File: src/rtl/wb_mem_arbiter.sv
// Two-master (instruction/data) Wishbone arbiter onto one shared memory slave, round-robin on ties.
// Optional per-beat watchdog that raises err_o on a stalled slave: define WB_MEM_ARBITER_TIMEOUT_EN.
module wb_mem_arbiter #(
  parameter int AW          = 32,
  parameter int DW          = 32,
  parameter int TIMEOUT_CYC = 255
) (
  input  logic            clk,
  input  logic            rst,
  input  logic            wbi_cyc_i,
  input  logic            wbi_stb_i,
  input  logic            wbi_we_i,
  input  logic [AW-1:0]   wbi_adr_i,
  input  logic [DW/8-1:0] wbi_sel_i,
  input  logic [DW-1:0]   wbi_dat_i,
  output logic            wbi_ack_o,
  output logic            wbi_err_o,
  output logic [DW-1:0]   wbi_dat_o,
  input  logic            wbd_cyc_i,
  input  logic            wbd_stb_i,
  input  logic            wbd_we_i,
  input  logic [AW-1:0]   wbd_adr_i,
  input  logic [DW/8-1:0] wbd_sel_i,
  input  logic [DW-1:0]   wbd_dat_i,
  output logic            wbd_ack_o,
  output logic            wbd_err_o,
  output logic [DW-1:0]   wbd_dat_o,
  output logic            wbs_cyc_o,
  output logic            wbs_stb_o,
  output logic            wbs_we_o,
  output logic [AW-1:0]   wbs_adr_o,
  output logic [DW/8-1:0] wbs_sel_o,
  output logic [DW-1:0]   wbs_dat_o,
  input  logic            wbs_ack_i,
  input  logic [DW-1:0]   wbs_dat_i
);

  typedef enum logic [1:0] {IDLE, GNT_I, GNT_D} state_e;

  state_e state_q, state_d;
  logic   lg_q, lg_d;   // last master granted: 0 = instruction, 1 = data
  logic   tmo;

  always_comb begin
    state_d = state_q;
    lg_d    = lg_q;
    case (state_q)
      IDLE: begin
        if (wbi_cyc_i && wbd_cyc_i) state_d = lg_q ? GNT_I : GNT_D;
        else if (wbi_cyc_i)         state_d = GNT_I;
        else if (wbd_cyc_i)         state_d = GNT_D;
      end
      GNT_I: begin
        if (!wbi_cyc_i) begin
          state_d = IDLE;
          lg_d    = 1'b0;
        end
      end
      GNT_D: begin
        if (!wbd_cyc_i) begin
          state_d = IDLE;
          lg_d    = 1'b1;
        end
      end
      default: state_d = IDLE;
    endcase
  end

  always_ff @(posedge clk) begin
    if (rst) begin
      state_q <= IDLE;
      lg_q    <= 1'b0;
    end else begin
      state_q <= state_d;
      lg_q    <= lg_d;
    end
  end

`ifdef WB_MEM_ARBITER_TIMEOUT_EN
  localparam int            CW      = $clog2(TIMEOUT_CYC + 1);
  localparam logic [CW-1:0] TMO_LIM = CW'(TIMEOUT_CYC);

  logic [CW-1:0] wdog_q, wdog_d;
  logic          gnt_stb;

  // Counts stalled strobe cycles of the current grant; depends only on registered state and the
  // slave ack, never feeding ack back into the request path except via the next-cycle register.
  always_comb begin
    gnt_stb = 1'b0;
    if (state_q == GNT_I)      gnt_stb = wbi_stb_i;
    else if (state_q == GNT_D) gnt_stb = wbd_stb_i;
    tmo    = (state_q != IDLE) && (wdog_q == TMO_LIM);
    wdog_d = wdog_q + CW'(1);
    if (state_q == IDLE || state_d != state_q || !gnt_stb || wbs_ack_i || tmo)
      wdog_d = '0;
  end

  always_ff @(posedge clk) begin
    if (rst) wdog_q <= '0;
    else     wdog_q <= wdog_d;
  end
`else
  assign tmo = 1'b0;
`endif

  always_comb begin
    wbs_cyc_o = 1'b0;
    wbs_stb_o = 1'b0;
    wbs_we_o  = 1'b0;
    wbs_adr_o = '0;
    wbs_sel_o = '0;
    wbs_dat_o = '0;
    wbi_ack_o = 1'b0;
    wbi_err_o = 1'b0;
    wbd_ack_o = 1'b0;
    wbd_err_o = 1'b0;
    case (state_q)
      GNT_I: begin
        wbs_cyc_o = wbi_cyc_i;
        wbs_stb_o = wbi_stb_i & ~tmo;
        wbs_we_o  = wbi_we_i;
        wbs_adr_o = wbi_adr_i;
        wbs_sel_o = wbi_sel_i;
        wbs_dat_o = wbi_dat_i;
        wbi_ack_o = wbs_ack_i;
        wbi_err_o = tmo;
      end
      GNT_D: begin
        wbs_cyc_o = wbd_cyc_i;
        wbs_stb_o = wbd_stb_i & ~tmo;
        wbs_we_o  = wbd_we_i;
        wbs_adr_o = wbd_adr_i;
        wbs_sel_o = wbd_sel_i;
        wbs_dat_o = wbd_dat_i;
        wbd_ack_o = wbs_ack_i;
        wbd_err_o = tmo;
      end
      default: ;
    endcase
  end

  assign wbi_dat_o = wbs_dat_i;
  assign wbd_dat_o = wbs_dat_i;

endmodule
File: config.mk
export PLATFORM = sky130hd
export DESIGN_NAME = wb_mem_arbiter
export DESIGN_NICKNAME = d
export VERILOG_FILES = /design/src/rtl/wb_mem_arbiter.sv
export SDC_FILE = /design/constraint.sdc
export NUM_CORES = 1
export LEC_CHECK = 0
export BUFFER_PORTS_ARGS = -buffer_cell sky130_fd_sc_hd__clkbuf_2
export CORE_AREA = 5 5 120 122
export DETAILED_ROUTE_END_ITERATION = 12
export DIE_AREA = 0 0 125 127
export PLACE_DENSITY = 0.5
export SKIP_LAST_GASP = 1
export SYNTH_ARGS = -nofsm -noshare
export SYNTH_HDL_FRONTEND = slang
export SYNTH_SLANG_ARGS = --single-unit
File: constraint.sdc
create_clock -name clk -period 4.4 [get_ports clk]
set_input_delay 0 -clock clk [delete_from_list [all_inputs] [get_ports clk]]
set_output_delay 0 -clock clk [all_outputs]
set_load 0.1 [all_outputs]
# Word-level counts from Yosys, hierarchy flattened

Index checks and enable logic that the tools add are counted.
W data, S select, Z words.

Register bits: 3
Bits of input ports: 177
Output and inout port bits: 139
Logic and storage cells: 30

Eq/ne operators: 5
Mux-type cells: 18
Reductions and logical operators: 5

Operator list:

| operator             | number |
|---|---|
| $pmux W32 S2         | 2 |
| $mux W2              | 6 |
| $pmux W1 S2          | 4 |
| $pmux W4 S2          | 1 |
| $pmux W2 S3          | 1 |
| $reduce_and A3 Y1    | 2 |
| $mux W1              | 4 |
| $ne A2 B2 Y1 const B | 2 |
| $ne A4 B4 Y1 const B | 1 |
| $eq A2 B1 Y1 const B | 1 |
| $eq A2 B2 Y1 const B | 1 |
| $logic_not A2 Y1     | 1 |
| $reduce_bool A2 Y1   | 1 |
| $logic_and A1 B1 Y1  | 1 |

# Logic depth before layout (Yosys ltp)

Gate-level depths: netlist (run 1).

Word-level depth: 4
Mapped depth: 7
Mapped depth without buffers: 5

# Least setup slack after synthesis (run 1)

No wires, ideal clock.

Kind: register -> output
Start point: register state_q[0]
End point: output port wbs_adr_o[10]
Data arrival time: 2481 ps
Data required time: 4400 ps
Slack: 1919 ps
Cell stages (with the launch flop): 7
Path buffers: 2
Cells stage by stage: dfxtp_1 -> inv_1 -> ha_1 -> clkbuf_1 -> clkbuf_1 -> a22oi_1 -> nor2b_1

Longest elaborated chain between the ends: 2
Elaborated cells between the ends (all ways): 3
Classes of those cells: eq/ne: 2; mux: 1

RTL lines:

| item                                                | line | RTL |
|---|---|---|
| start, declared                                     | 40   | `state_e state_q, state_d;` |
| start signal, assigned                              | 74   | `state_q <= state_d;` |
| $eq A2 B2 Y1 / $eq A2 B1 Y1 (equally long branches) | 117  | `case (state_q)` |
| $pmux W32 S2 (*)                                    | 117  |  |
| end, declared                                       | 31   | `output logic [AW-1:0] wbs_adr_o,` |

Every way passes the cells marked *; elsewhere a longest branch is shown, timed or not.

# Final worst setup path (run 1)

Start point: register state_q[1]
End point: output port wbs_dat_o[0]

Longest elaborated chain between the ends: 2
Elaborated cells between the ends (all ways): 3
Classes of those cells: eq/ne: 2; mux: 1

RTL lines:

| item                                                | line | RTL |
|---|---|---|
| $eq A2 B2 Y1 / $eq A2 B1 Y1 (equally long branches) | 117  |  |
| $pmux W32 S2 (*)                                    | 117  |  |
| end, declared                                       | 33   | `output logic [DW-1:0] wbs_dat_o,` |

Marks and branches as above.

==> results_dict.tcl, run 1 <==
set metrics [dict create \
    max_slew_margin 0.4501 \
    vias 2280 \
    setup_viol 0 \
    skew_ns 0.0003620 \
    drv_cap 0 \
    cts_htree_levels 1 \
    antenna_found_initial 0 \
    clk_latency_ns 0.22 \
    synth_area_leaders "a22oi_1, buf_4, nor2b_1" \
    cts_setup_buffers 0 \
    p_comb_frac 0.733 \
    routedWlPerCell_um 13.45 \
    via_per_inst 3.993 \
    cts_sinks 3 \
    syn_avg_cell_area_um2 6.925 \
    rr_endpoint "lg_q$_SDFFE_PP0P_" \
    drc 0 \
    postRouteAntennaNets 0 \
    core_region_area_um2 13090 \
    cellPowerDensity_nw_per_um2 249.8 \
    cts-root-buf "clkbuf_16" \
    tns_ns 0 \
    finalHoldViolations 0 \
    cellLeakagePower_nw 1.257 \
    ys_seq_elements 3 \
    p_sw_frac 0.5609 \
    rsz0062_at_grt "false" \
    period_needed_ns 2.613 \
    die-area_um2 15880 \
    ys_dominant_reg_cell "dfxtp_1" \
    floorplan.initialDensity 0.1365 \
    cts_buffer_depth 2 \
    grt_first_pass_wirelength_um 11620 \
    io_pins 316 \
    yosys.area.top_type_share 0.2941 \
    dpl_worst_slack_ns 1.938 \
    seqPwrFrac 0.048 \
    fin_ws_ns 1.787 \
    critPathMaxStageDelay_ns 0.82 \
    path_clk_slew_ns 0.03 \
    tightestPinTransition_ns 0.8249 \
    async_reset_ff_frac 0 \
    cts_hold_buf 1 \
    vdd_drop_max_uv 167.1 \
    crit_chain "inv_1, ha_1, buf_4, nor2b_1, clkbuf_2" \
    r2r_start "state_q[1]$_SDFFE_PP0P_" \
    reg2reg_slack_ns 2.46 \
    grt_max_degree 39 \
    io_buffers 217 \
    die_x_um 125 \
    crit_path_end_kind "primary output" \
    status "finished, final reports clean" \
    nets 577 \
    hold_path_class "primary input to primary output" \
    internal_power_w 0.0002885 \
    syn-cell-area_um2 1787 \
    grt_use_total 0.08629 \
    clkPwrFrac 0.219 \
    overflow 0 \
    required_ns 4.40 \
    critPathCapture "wbs_dat_o[0]" \
    fmax_mhz 382.7 \
    gp_congestion 0.7987 \
    first_global_vias 2346 \
    cp_max_fo 36 \
    drive_gt1_frac 0.5747 \
    cts_tree "yes" \
    ys_seq_area_frac 0.03361 \
    synth_cell_types 22 \
    place_hpwl_um 6324 \
    cts_buffers 3 \
    routed_wl_um 7678 \
    die_y_um 127 \
    synth_warnings 0 \
    rr_worst_depth 6 \
    synthToLayoutAreaGrowth_pct 47.20 \
    crit_start "state_q[1]$_SDFFE_PP0P_" \
    cp-start-kind "flop" \
    synth_edf_count 0 \
    synth_top_area_cell "a22oi_1" \
    postCtsResizedCells 0 \
    arrival_ns 2.61 \
    synth_common_cells "a22oi_1, nor2b_1, buf_4" \
    synth_cells 258 \
    path_class "flop to primary output" \
    critical-path-slowest-cell "ha_1" \
    slew_viol_final 0 \
    drtIter0Drc 105 \
    fp-row-count 42 \
    dr.pass1.iters 4 \
    fillers 1474 \
    antenna_cells 0 \
    power.switching_w 0.0003686 \
    layout_worst_path_cycle_share 0.5938 \
]
[state kept, by name (all words and copies together), names as in the netlist]
| signal | flops |
|---|---|
| lg_q | 1 |
| state_q | 2 |
[layout make-up]
type | count | area (um^2) | share of cell area
clock buffers | 4 | 78.83 | 0.02997
inverters | 4 | 15.01 | 0.005709
multi-input cells | 163 | 1137 | 0.4324
flip-flops and latches | 3 | 60.06 | 0.02284
well taps | 176 | 220.2 | 0.08373
repair buffers | 221 | 1119 | 0.4253
[worst max-delay path, delay by kind of cell (launching register included)]
family / cells / cell delay, ns
buf+inv: 3 / 0.98
flops: 1 / 0.36
fa+ha+maj: 1 / 0.82
simple gates: 1 / 0.20
[metal layers]
layer,vias up,GRT usage,part of all wire
li1,1107,-,-
met4,0,0.03189,0.021
met2,110,0.1626,0.54
met1,1043,0.09277,0.36
met5,-,0,0
met3,20,0.02212,0.086
[how the worst min path moves through the flow]
stage                        startpoint                      end  slack, ns  depth (start not counted)
after floorplan                     rst  state_q[0]$_SDFFE_PP0P_       0.07                          1
after global placement    wbs_dat_i[11]            wbd_dat_o[11]      0.001                          0
after CTS                 wbs_dat_i[11]            wbd_dat_o[11]      0.001                          0
final                     wbs_dat_i[19]            wbi_dat_o[19]    0.00007                          0
after detailed placement  wbs_dat_i[11]            wbd_dat_o[11]      0.001                          0
after global routing      wbs_dat_i[10]            wbi_dat_o[10]     0.0002                          0
[cells in the final DEF (no fill, tap or decap), drive strengths merged]
| cell | netlist | final |
|---|---|---|
| buf | 72 | 3 |
| clkbuf | 17 | 221 |
| nor3 | 1 | 1 |
| inv | 4 | 4 |
| a21oi | 4 | 4 |
| or4b | 1 | 1 |
| nor3b | 1 | 1 |
| conb | 1 | 2 |
| and2 | 3 | 3 |
| nor2 | 1 | 1 |
| nand2b | 1 | 1 |
| dlygate4sd3 | 0 | 1 |
| a2111o | 1 | 1 |
| a22o | 1 | 1 |
| ha | 4 | 4 |
| dfxtp | 3 | 3 |
| o21ai | 2 | 2 |
| nor2b | 71 | 71 |
| a22oi | 70 | 70 |
[kinds of logic (layout without fill, tap and decap cells)]
| logic type | count (synthesis) | after routing | share of synthesized area |
|---|---|---|---|
| buf+inv | 93 | 229 | 0.3347 |
| other cells | 1 | 2 | 0.002099 |
| fa+ha+maj | 4 | 4 | 0.02801 |
| compound gates | 78 | 78 | 0.3221 |
| flops | 3 | 3 | 0.03361 |
| simple gates | 79 | 79 | 0.2794 |
[power by group through the flow]
stage                     Clock [W]  Combinational, W  Sequential, W
after CTS                  0.000147          0.000486      0.0000316
after floorplan                   0          0.000638      0.0000314
final                      0.000144          0.000482      0.0000315
after detailed placement          0          0.000485      0.0000319
after global placement            0          0.000478      0.0000317
after global routing       0.000151          0.000511      0.0000321
[per-stage QoR]
stage | cells | total power (W) | cell area, um^2 | hold WS, ns | utilization
floorplan | 259 | 0.0006693 | 1790 | 0.06907 | -
global placement | 566 | 0.0005101 | 2541 | 0.0009937 | 0.1942
detailed placement | 566 | 0.0005165 | 2541 | 0.0009937 | 0.1942
CTS | 571 | 0.0006641 | 2630 | 0.0009937 | 0.2010
global route | 571 | 0.0006943 | 2630 | 0.0002094 | 0.2010
finish | 571 | 0.0006571 | 2630 | 0.00006741 | 0.2010
Power figures use the tool's default switching activity.
==> run 2: changes to the inputs <==
- ABC_AREA: unset -> 1
- CORE_AREA: 5 5 120 122 -> 5 5 121 123
- DIE_AREA: 0 0 125 127 -> 0 0 126 128
- PLACE_DENSITY: 0.5 -> 0.49
- clock period: 4.4 -> 2.7 ns (I/O delays scaled with it)
==> run 2 against run 1 <==
Global-route usage rose by 0.38 points. Clock power rose by 68%. Hold slack barely moved.
==> results_dict.tcl, run 2 <==
set metrics [dict create \
    cts-root-buf "clkbuf_16" \
    drc 0 \
    synth_edf_count 0 \
    drive_gt1_frac 0.4865 \
    core_region_area_um2 13560 \
    clk_latency_ns 0.23 \
    grt_use_total 0.09005 \
    ys_dominant_reg_cell "dfxtp_1" \
    layout_worst_path_cycle_share 0.7365 \
    tns_ns 0 \
    top_regs "state_q: 2 flops, lg_q: 1 flops" \
    rr_worst_depth 10 \
    critPathMaxStageDelay_ns 0.49 \
    cts_tree "yes" \
    first_global_vias 2317 \
    synth-compound-area-share 0.2013 \
    synth_area_leaders "nand2_1, buf_4, a21oi_1" \
    fin_ws_ns 0.7116 \
    internal_power_w 0.0006439 \
    ys_seq_area_frac 0.03354 \
    crit_start "state_q[1]$_SDFFE_PP0P_" \
    syn-cell-area_um2 1790 \
    gp_congestion 0.8281 \
    yosysMostFrequentCell "nand2_1" \
    cts_setup_buffers 0 \
    dpl_worst_slack_ns 0.9302 \
    path_clk_slew_ns 0.03 \
    cts_htree_levels 1 \
    cp.depth 6 \
    dr.pass1.iters 4 \
    cellPowerDensity_nw_per_um2 1078 \
    via_per_inst 3.731 \
    crit_family "buffers and inverters" \
    routed_wl_um 8081 \
    synth_common_cells "nand2_1, a21oi_1, buf_4" \
    antenna_cells 0 \
    slew_viol_final 0 \
    required_ns 2.70 \
    p_sw_frac 0.7698 \
    period_needed_ns 1.988 \
    hold_path_class "primary input to primary output" \
    die_x_um 126 \
    ys_seq_elements 3 \
    floorplan.initialDensity 0.1321 \
    max_slew_margin 0.6185 \
    finalHoldViolations 0 \
    synth_cell_types 16 \
    drv_cap 0 \
    r2r_start "state_q[1]$_SDFFE_PP0P_" \
    fp-row-count 43 \
    synth_cells 343 \
    reg2reg_slack_ns 1.20 \
    synth_warnings 0 \
    io_buffers 217 \
    fmax_mhz 502.9 \
    overflow 0 \
    postCtsResizedCells 0 \
    rsz0062_at_grt "false" \
    largest_reg_flops 2 \
    antenna_found_initial 0 \
    crit_chain "inv_1, ha_2, buf_4, nand2_1, a21oi_1, clkbuf_2" \
    stdcell_area_um2 2595 \
    tightestPinTransition_ns 0.5748 \
    arrival_ns 1.99 \
    die_y_um 128 \
    vias 2466 \
    syn_avg_cell_area_um2 5.220 \
    cts_hold_buf 0 \
    seqPwrFrac 0.022 \
    nets 663 \
    synth_simple_gate_area_share 0.3543 \
    grt_max_degree 71 \
    p_comb_frac 0.891 \
    setup_viol 0 \
    synth_xor_area_frac 0 \
    cp_max_fo 39 \
    crit_path_end_kind "primary output" \
    clkPwrFrac 0.086 \
    place_hpwl_um 6549 \
    synthToLayoutAreaGrowth_pct 44.93 \
    routedWlPerCell_um 12.23 \
    cts_sinks 3 \
    critPathCapture "wbs_dat_o[26]" \
    die-area_um2 16130 \
    critical-path-slowest-cell "clkbuf_2" \
    postRouteAntennaNets 0 \
    dpl_cell_area_um2 2516 \
    power.switching_w 0.002153 \
    rr_endpoint "state_q[0]$_SDFFE_PP0P_" \
    cellLeakagePower_nw 1.364 \
    skew_ns 0.001347 \
    cts_buffer_depth 2 \
    crit_buf_inv 3 \
    layout_common_cells "clkbuf_2, nand2_1, a21oi_1" \
    async_reset_ff_frac 0 \
    status "finished, final reports clean" \
    cp-start-kind "flop" \
    path_class "flop to primary output" \
    synth_fa_ha_area_frac 0.02795 \
    top_register "state_q" \
    grt_first_pass_wirelength_um 12050 \
    synth_top_area_cell "nand2_1" \
    drtIter0Drc 96 \
    io_pins 316 \
    yosys.area.top_type_share 0.3187 \
    synth_top_family_by_area "buffers and inverters" \
    synthMuxAreaShare 0 \
    cts_buffers 3 \
    vdd_drop_max_uv 441.8 \
    final_common_cell "clkbuf_2" \
]
==> run 2: worst min path at each step <==
stage	start	end	slack, ns	depth (start not counted)
5_1_grt	wbs_dat_i[1]	wbd_dat_o[1]	0.0002	0
3_5_place_dp	wbs_dat_i[4]	wbi_dat_o[4]	0.001	0
4_1_cts	wbs_dat_i[4]	wbi_dat_o[4]	0.001	0
2_1_floorplan	rst	lg_q$_SDFFE_PP0P_	0.18	3
3_3_place_gp	wbs_dat_i[4]	wbi_dat_o[4]	0.001	0
6_report	wbs_dat_i[11]	wbd_dat_o[11]	0.00006	0
==> run 2: cells by family after synthesis <==
group,count (synthesis)
AND/OR/NAND/NOR,164
buffers and inverters,99
AO/OA/AOI/OAI,72
adder cells (fa/ha/maj),4
flip-flops,3
other,1
==> run 2: power groups by stage <==
stage	Clock [W]	Sequential (W)	Combinational, W
floorplan	0	0.0000617	0.00254
global route	0.000251	0.0000647	0.00265
detailed placement	0	0.0000630	0.00252
global placement	0	0.0000631	0.00252
CTS	0.000248	0.0000630	0.00252
finish	0.000242	0.0000628	0.00249
==> run 2: layout make-up <==
type / count / area [um^2]
fillers: 1642 / 10960
well taps: 180 / 225.2
clock buffers: 4 / 78.83
repair buffers: 222 / 1136
inverters: 10 / 37.54
flip-flops and latches: 3 / 60.06
multi-input cells: 242 / 1057
==> run 2: stage by stage <==
step,instances,power [W],utilization,hold slack (ns)
floorplan,344,0.002605,-,0.1783
global placement,657,0.002583,0.1856,0.001051
detailed placement,657,0.002581,0.1856,0.001051
CTS,661,0.002833,0.1914,0.001051
global route,661,0.002965,0.1914,0.0002121
finish,661,0.002797,0.1914,0.00005624
==> run 2: routing by layer <==
layer  vias up  track usage  share of wire
met5         -            0              0
met4         0      0.03344          0.029
met3        40      0.01792          0.080
met2       107       0.1537           0.50
met1      1041       0.1123           0.39
li1       1278            -              -
